### config.mk
export PLATFORM = sky130hd
export DESIGN_NAME = instr_fetch_stage
export DESIGN_NICKNAME = d
export VERILOG_FILES = /design/src/rtl/instr_fetch_stage.sv
export SDC_FILE = /design/constraint.sdc
export NUM_CORES = 1
export LEC_CHECK = 0
export BUFFER_PORTS_ARGS = -buffer_cell sky130_fd_sc_hd__buf_2
export CAP_MARGIN = 5
export CORE_UTILIZATION = 44
export DETAILED_ROUTE_END_ITERATION = 12
export HOLD_SLACK_MARGIN = 0.1
export PLACE_DENSITY = 0.87
export SLEW_MARGIN = 0
export SYNTH_ARGS = -nofsm -noshare
export SYNTH_HDL_FRONTEND = slang
export SYNTH_SLANG_ARGS = --single-unit
### constraint.sdc
create_clock -name clk -period 1.7 [get_ports clk]
set_clock_uncertainty 0.15 [all_clocks]
set_input_delay 0.34 -clock clk [delete_from_list [all_inputs] [get_ports clk]]
set_output_delay 0.34 -clock clk [all_outputs]
set_load 0.02 [all_outputs]
### src/rtl/instr_fetch_stage.sv
// Instruction-fetch stage: PC register, imem valid/ready request and IF/ID pipeline register.
// Optional HALT-opcode detection is enabled by defining HALT_DETECT_EN.
module instr_fetch_stage #(
  parameter int              ADDR_W      = 16,
  parameter int              INSTR_W     = 16,
  parameter int              INSTR_BYTES = 2,
  parameter logic [ADDR_W-1:0] RESET_PC  = '0,
  parameter logic [3:0]      HALT_OP     = 4'hF
) (
  input  logic               clk,
  input  logic               rst,
  input  logic               stall,
  input  logic               branch_taken,
  input  logic [ADDR_W-1:0]  branch_target,
  output logic               imem_req,
  output logic [ADDR_W-1:0]  imem_addr,
  input  logic               imem_ready,
  input  logic [INSTR_W-1:0] imem_rdata,
  output logic               if_id_valid,
  output logic [INSTR_W-1:0] if_id_instr,
  output logic [ADDR_W-1:0]  if_id_pc,
  output logic [ADDR_W-1:0]  if_id_pc_next,
  output logic               halted,
  output logic [1:0]         fsm_state
);

  // Handshake: a fetch completes on a cycle where imem_req and imem_ready are both high;
  // while imem_req=1 and imem_ready=0 the address (pc) is held stable.
  typedef enum logic [1:0] {
    S_RUN  = 2'd0,
    S_WAIT = 2'd1,
    S_HALT = 2'd2
  } state_t;

`ifdef HALT_DETECT_EN
  localparam bit HALT_EN = 1'b1;
`else
  localparam bit HALT_EN = 1'b0;
`endif

  localparam logic [ADDR_W-1:0] STEP       = ADDR_W'(INSTR_BYTES);
  localparam logic [ADDR_W-1:0] ALIGN_MASK = ~(STEP - ADDR_W'(1));

  state_t              state, state_n;
  logic [ADDR_W-1:0]   pc, pc_n, pc_inc;
  logic                valid_n;
  logic [INSTR_W-1:0]  instr_n;
  logic [ADDR_W-1:0]   id_pc_n, id_pc_next_n;
  logic                is_halt_op;

  assign pc_inc     = pc + STEP;
  assign is_halt_op = HALT_EN && (imem_rdata[INSTR_W-1 -: 4] == HALT_OP);

  always_comb begin
    state_n      = state;
    pc_n         = pc;
    valid_n      = if_id_valid;
    instr_n      = if_id_instr;
    id_pc_n      = if_id_pc;
    id_pc_next_n = if_id_pc_next;
    imem_req     = ~rst && (state != S_HALT);
    imem_addr    = pc;
    halted       = HALT_EN && (state == S_HALT);
    fsm_state    = state;

    if (branch_taken) begin
      // Redirect wins over stall and any in-flight response.
      pc_n    = branch_target & ALIGN_MASK;
      valid_n = 1'b0;
      state_n = S_RUN;
    end else if (state == S_HALT) begin
      valid_n = 1'b0;
    end else if (stall) begin
      // Hold everything; the response (if any) is dropped and refetched later.
    end else if (imem_ready) begin
      valid_n      = 1'b1;
      instr_n      = imem_rdata;
      id_pc_n      = pc;
      id_pc_next_n = pc_inc;
      if (is_halt_op) begin
        state_n = S_HALT;
      end else begin
        pc_n    = pc_inc;
        state_n = S_RUN;
      end
    end else begin
      valid_n = 1'b0;
      state_n = S_WAIT;
    end
  end

  always_ff @(posedge clk) begin
    if (rst) begin
      state         <= S_RUN;
      pc            <= RESET_PC;
      if_id_valid   <= 1'b0;
      if_id_instr   <= '0;
      if_id_pc      <= '0;
      if_id_pc_next <= '0;
    end else begin
      state         <= state_n;
      pc            <= pc_n;
      if_id_valid   <= valid_n;
      if_id_instr   <= instr_n;
      if_id_pc      <= id_pc_n;
      if_id_pc_next <= id_pc_next_n;
    end
  end

endmodule
[Word level (Yosys, flattened, before mapping)]
Cells that the tools add are included.
Storage, ports and cells
  flip-flop bits (word level): 67
  input port bits: 37
  output and inout port bits: 69
  logic and storage cells: 30
Cells by class
  add/subtract/negate cells: 1
  eq/ne operators: 4
  mux-type cells: 6
  bitwise logic cells: 4
  reduce and logical (&&, ||, !) cells: 8
Operator list (number)
  16-bit two-way mux: 4
  16-bit by 2-bit adder with 16-bit output, second input constant: 1
  3-bit AND reduction: 2
  2-bit inequality test, second input constant: 2
  1-bit NOT: 4
  4-bit AND reduction: 1
  3-bit OR reduction: 1
  2-bit equality test, second input constant: 1
  1-bit two-way mux: 2
  2-bit by 1-bit inequality test with 1-bit output, second input constant: 1
  2-bit AND reduction: 1
  2-bit nonzero test: 1
  2-bit OR reduction: 1
  1-bit logical AND: 1

[Depth between registers and ports, before layout]
  depth in word-level cells: 5
  gate-level depth with buffers: 6
  mapped depth without buffers: 5

[Least setup slack after synthesis]
No wires, ideal clock.
  kind: reg2reg
  start: register pc[1] (netlist: imem_addr[1])
  end: register pc[13] (netlist: imem_addr[13])
  setup time: 0.103 ns
  arrival: 1.713 ns
  data required time: 1.447 ns
  path slack: -0.266 ns
  stages on the path, launching flop included: 7
  path buffers: 1
  period minus slack after synthesis: 1.966 ns
  cell sequence: dfxtp_1 ha_1 nand3_2 buf_6 nor4_4 nor3_1 a2111oi_2
On the way
  cells in the longest elaborated chain, start to end: 5
RTL lines
  start: declaration: line 45  | logic [ADDR_W-1:0] pc, pc_n, pc_inc;
  start signal: assignment: line 102  | pc <= pc_n;
  16-bit by 2-bit adder with 16-bit output: line 51  | assign pc_inc = pc + STEP;
  16-bit two-way mux: line 75  | end else if (imem_ready) begin
  16-bit two-way mux: line 73  | end else if (stall) begin
  16-bit two-way mux: line 71  | end else if (state == S_HALT) begin
  16-bit two-way mux: line 66  | if (branch_taken) begin
Every way passes these cells. The select of a mux whose other input is x is not followed.
A chain may end at the register's enable or synchronous reset.

[Worst setup path after layout]
  start: register pc[2] (netlist: imem_addr[2])
  end: register pc[10] (netlist: imem_addr[10])
The elaborated chain is that of the path after synthesis.

==> run metrics <==
post-DP HPWL 5.769 mm; WP data arrival 1.80 ns; max-cap viol count 0; DRT Pass-1 Iters 4; worst path required time 1.79 ns; syn avg cell area 8.216 sq um; area leader, netlist dfxtp_1; Fin. Hold Viols 0; Peak VDD IR 0.6847 mV; vias 2913; final wirelength 8.305 mm; sequential fraction of the synthesis area 44.62%; GRT Residual Overflow 0; Pint 2650 uW; LEAKAGE 0.001871 uW; Yosys reg bits 63; Reg area 1276 sq um; port buffer count 99; Post-synth EDFFs 0; violated checks setup timing; Util after Layout 67.92%; vias in the first global route 2700; critical path fanouts, max 8; H-tree depth 3; CP delay by family, top simple AND/OR/NAND/NOR gates; Ant. Diodes 0; Post-Place Setup Slack -0.06849 ns; Critical Path Slowest Stage Cell nor4_1; fin crit period 1.709 ns; Num CTS Buffers 9; R2R Setup Slk -0.009 ns; Async S/R FF share, synth 0%; Primary FF master, synth dfxtp_1; initial detailed-routing violation count 182; area share of the largest cell type after synthesis 44.62%; largest net degree at the start of global routing 34; DIE WIDTH 82.15 microns; Fill cells 483; Crit. Startpoint imem_addr[2]; Core Footprint 6061 sq um; # setup viols final 1; Worst-path clk slew 0.07 ns; Sw Share 26.80%; Worst Hold Launch branch_target[1]; Post-Synthesis Cells 344; layout cells sized above 1 37.07%; Largest stage delay, worst path 0.43 ns; CTS tree done; IO Pins 106; Nets 524; Area Overhead vs Synth 45.64%; starting density of the core 46.64%; Cell Area, Synth 2826 sq um; fmax 585.2 MHz; max-slew violation count 0; Yosys cell types 40; PD cells 879.3 nW/um^2; antenna-violating nets left 0; final instance area 4116 sq um; Wirelength per Cell 14.67 microns; sequential share of power 44.2%; period utilization 100.5%; global-route wire length before repair 12.32 mm; root buffer cell clkbuf_8; DRC 0; RR Startpoint imem_addr[2]; Power Total 3620 uW; final worst slack -0.008693 ns; Post-DP Area 3633 sq um; Worst setup EP type register; crit-path cells buf_4 -> nand4_4 -> nor4_1 -> xor2_1 -> o21a_1; yosys warns 0; status finished, violations left; gpl congestion 0.8860; Buf/Inv on CP 1; initial antenna violation count 0; GR Util All Layers 24.75%; Gate power share 15.3%; row count 28; Die ar. 6749 sq um; worst skew pair latency 0.34 ns; top cells by area, synth dfxtp_1 (45%), nand2_1 (9.3%), a21oi_1 (8.7%); Die Y 82.15 microns; Clk pwr share 40.4%; vias per cell 5.147; startpoint types register; Bufs on Longest Clock Path 2; NetSw 970.2 uW; RSZ-0062 raised after global routing true; critical path type register to register; CTS Sinks 63; multi-input logic area 1436 sq um; worst min-delay path category input port to register
worst paths after layout:
kind | cells after the start | endpoint
hold / removal | 3 | imem_addr[1]
setup / recovery | 5 | imem_addr[10]
setup reg to reg | 5 | imem_addr[10]
hold reg to reg | 2 | if_id_instr[3]
cell usage in the layout (no fill, tap or decap), types with 2 or more instances in the layout:
| master | instances |
|---|---|
| a21oi_1 | 49 |
| inv_1 | 13 |
| dfxtp_1 | 55 |
| buf_2 | 99 |
| xor2_1 | 7 |
| nor4_4 | 4 |
| nor2_1 | 14 |
| bufinv_16 | 2 |
| nor2b_1 | 4 |
| a21o_1 | 2 |
| nand3_1 | 3 |
| clkbuf_8 | 10 |
| nand2_1 | 70 |
| o21a_1 | 7 |
| dfxtp_2 | 6 |
| dfxtp_4 | 2 |
| buf_12 | 3 |
| a2111oi_2 | 2 |
| xnor2_1 | 12 |
| nand3b_1 | 3 |
| buf_4 | 39 |
| nor3_1 | 16 |
| nand4_4 | 3 |
| dlygate4sd3_1 | 19 |
| o21ai_0 | 13 |
| nor4_1 | 3 |
| mux2i_1 | 3 |
| conb_1 | 5 |
| a211oi_1 | 4 |
registers in the layout, indices dropped and copies added (netlist names):
register,count
if_id_instr,16
if_id_pc_next,15
if_id_pc,15
fsm_state,1
if_id_valid,1
imem_addr,15
logic make-up (layout without fill, tap and decap cells):
logic type                 Yosys count  count (layout)  synth area share [%]
DFF                                 63              63                 44.62
and+or+nand+nor                    132             132                 24.08
adders and majority gates            1               1                0.4426
xor gates and xnor gates            19              19                 5.888
muxes                                4               4                 1.461
AOI/OAI and AO/OA                   78              78                 15.67
buffers and inverters               46             189                 7.703
other                                1               5                0.1327
cells in the mapped netlist (all sizes together), types with 5 or more instances:
library cell / count
o21ai: 13
a21oi: 49
clkbuf: 13
xnor2: 12
nor2: 14
nand2: 70
nor4: 8
inv: 13
nand3: 5
o21a: 7
nor3: 17
buf: 20
xor2: 7
dfxtp: 63
power by group through the flow:
| stage | logic, uW | clock network (uW) | registers [uW] |
|---|---|---|---|
| 6_report | 555 | 1460 | 1600 |
| 4_1_cts | 547 | 1480 | 1600 |
| 5_1_grt | 597 | 1560 | 1610 |
| 3_3_place_gp | 496 | 0 | 1630 |
| 3_5_place_dp | 509 | 0 | 1630 |
| 2_1_floorplan | 226 | 0 | 1700 |
through the flow:
stage          hold WS, ns  instances   TNS [ns]
2_1_floorplan       0.3260        348   -0.02797
3_3_place_gp        0.2889        529    -0.1343
3_5_place_dp        0.2964        529    -0.5442
4_1_cts             0.1015        564          0
5_1_grt             0.1037        566    -0.1835
6_report            0.1104        566  -0.008693
cell type report:
type                            count  area share (%)
Multi-Input combinational cell    239           34.89
Timing Repair Buffer              160           25.23
Sequential cell                    63           31.00
Tap cell                           75           2.280
Inverter                           13           1.185
Clock inverter                      5           1.976
Clock buffer                       11           3.435
worst register-to-register path, cell delays in order, from the launching register on:
cell and delay [ns]:
dfxtp_4 0.38, buf_4 0.14, nand4_4 0.19, nor4_1 0.44
xor2_1 0.13, o21a_1 0.19
per-layer routing:
metal | share of wire (%) | GRT usage [%] | vias to the layer above | routed length (microns)
li1 | - | - | 1423 | -
met1 | 42 | 29.77 | 1368 | 3488
met2 | 50 | 42.48 | 103 | 4171
met3 | 5.7 | 5.055 | 19 | 473
met4 | 2.1 | 10.88 | 0 | 172
met5 | 0 | 0 | - | 0
repair_timing:
action | 4_1_cts | 5_1_grt
gates resized for setup | 4 | 7
endpoints found under the hold margin | 19 | 0
hold buffers | 19 | 0
setup endpoints to repair | 7 | 7
pin swaps | 0 | 3
setup buffers | 0 | 2
Note: power is estimated with default switching activity, not from simulation.
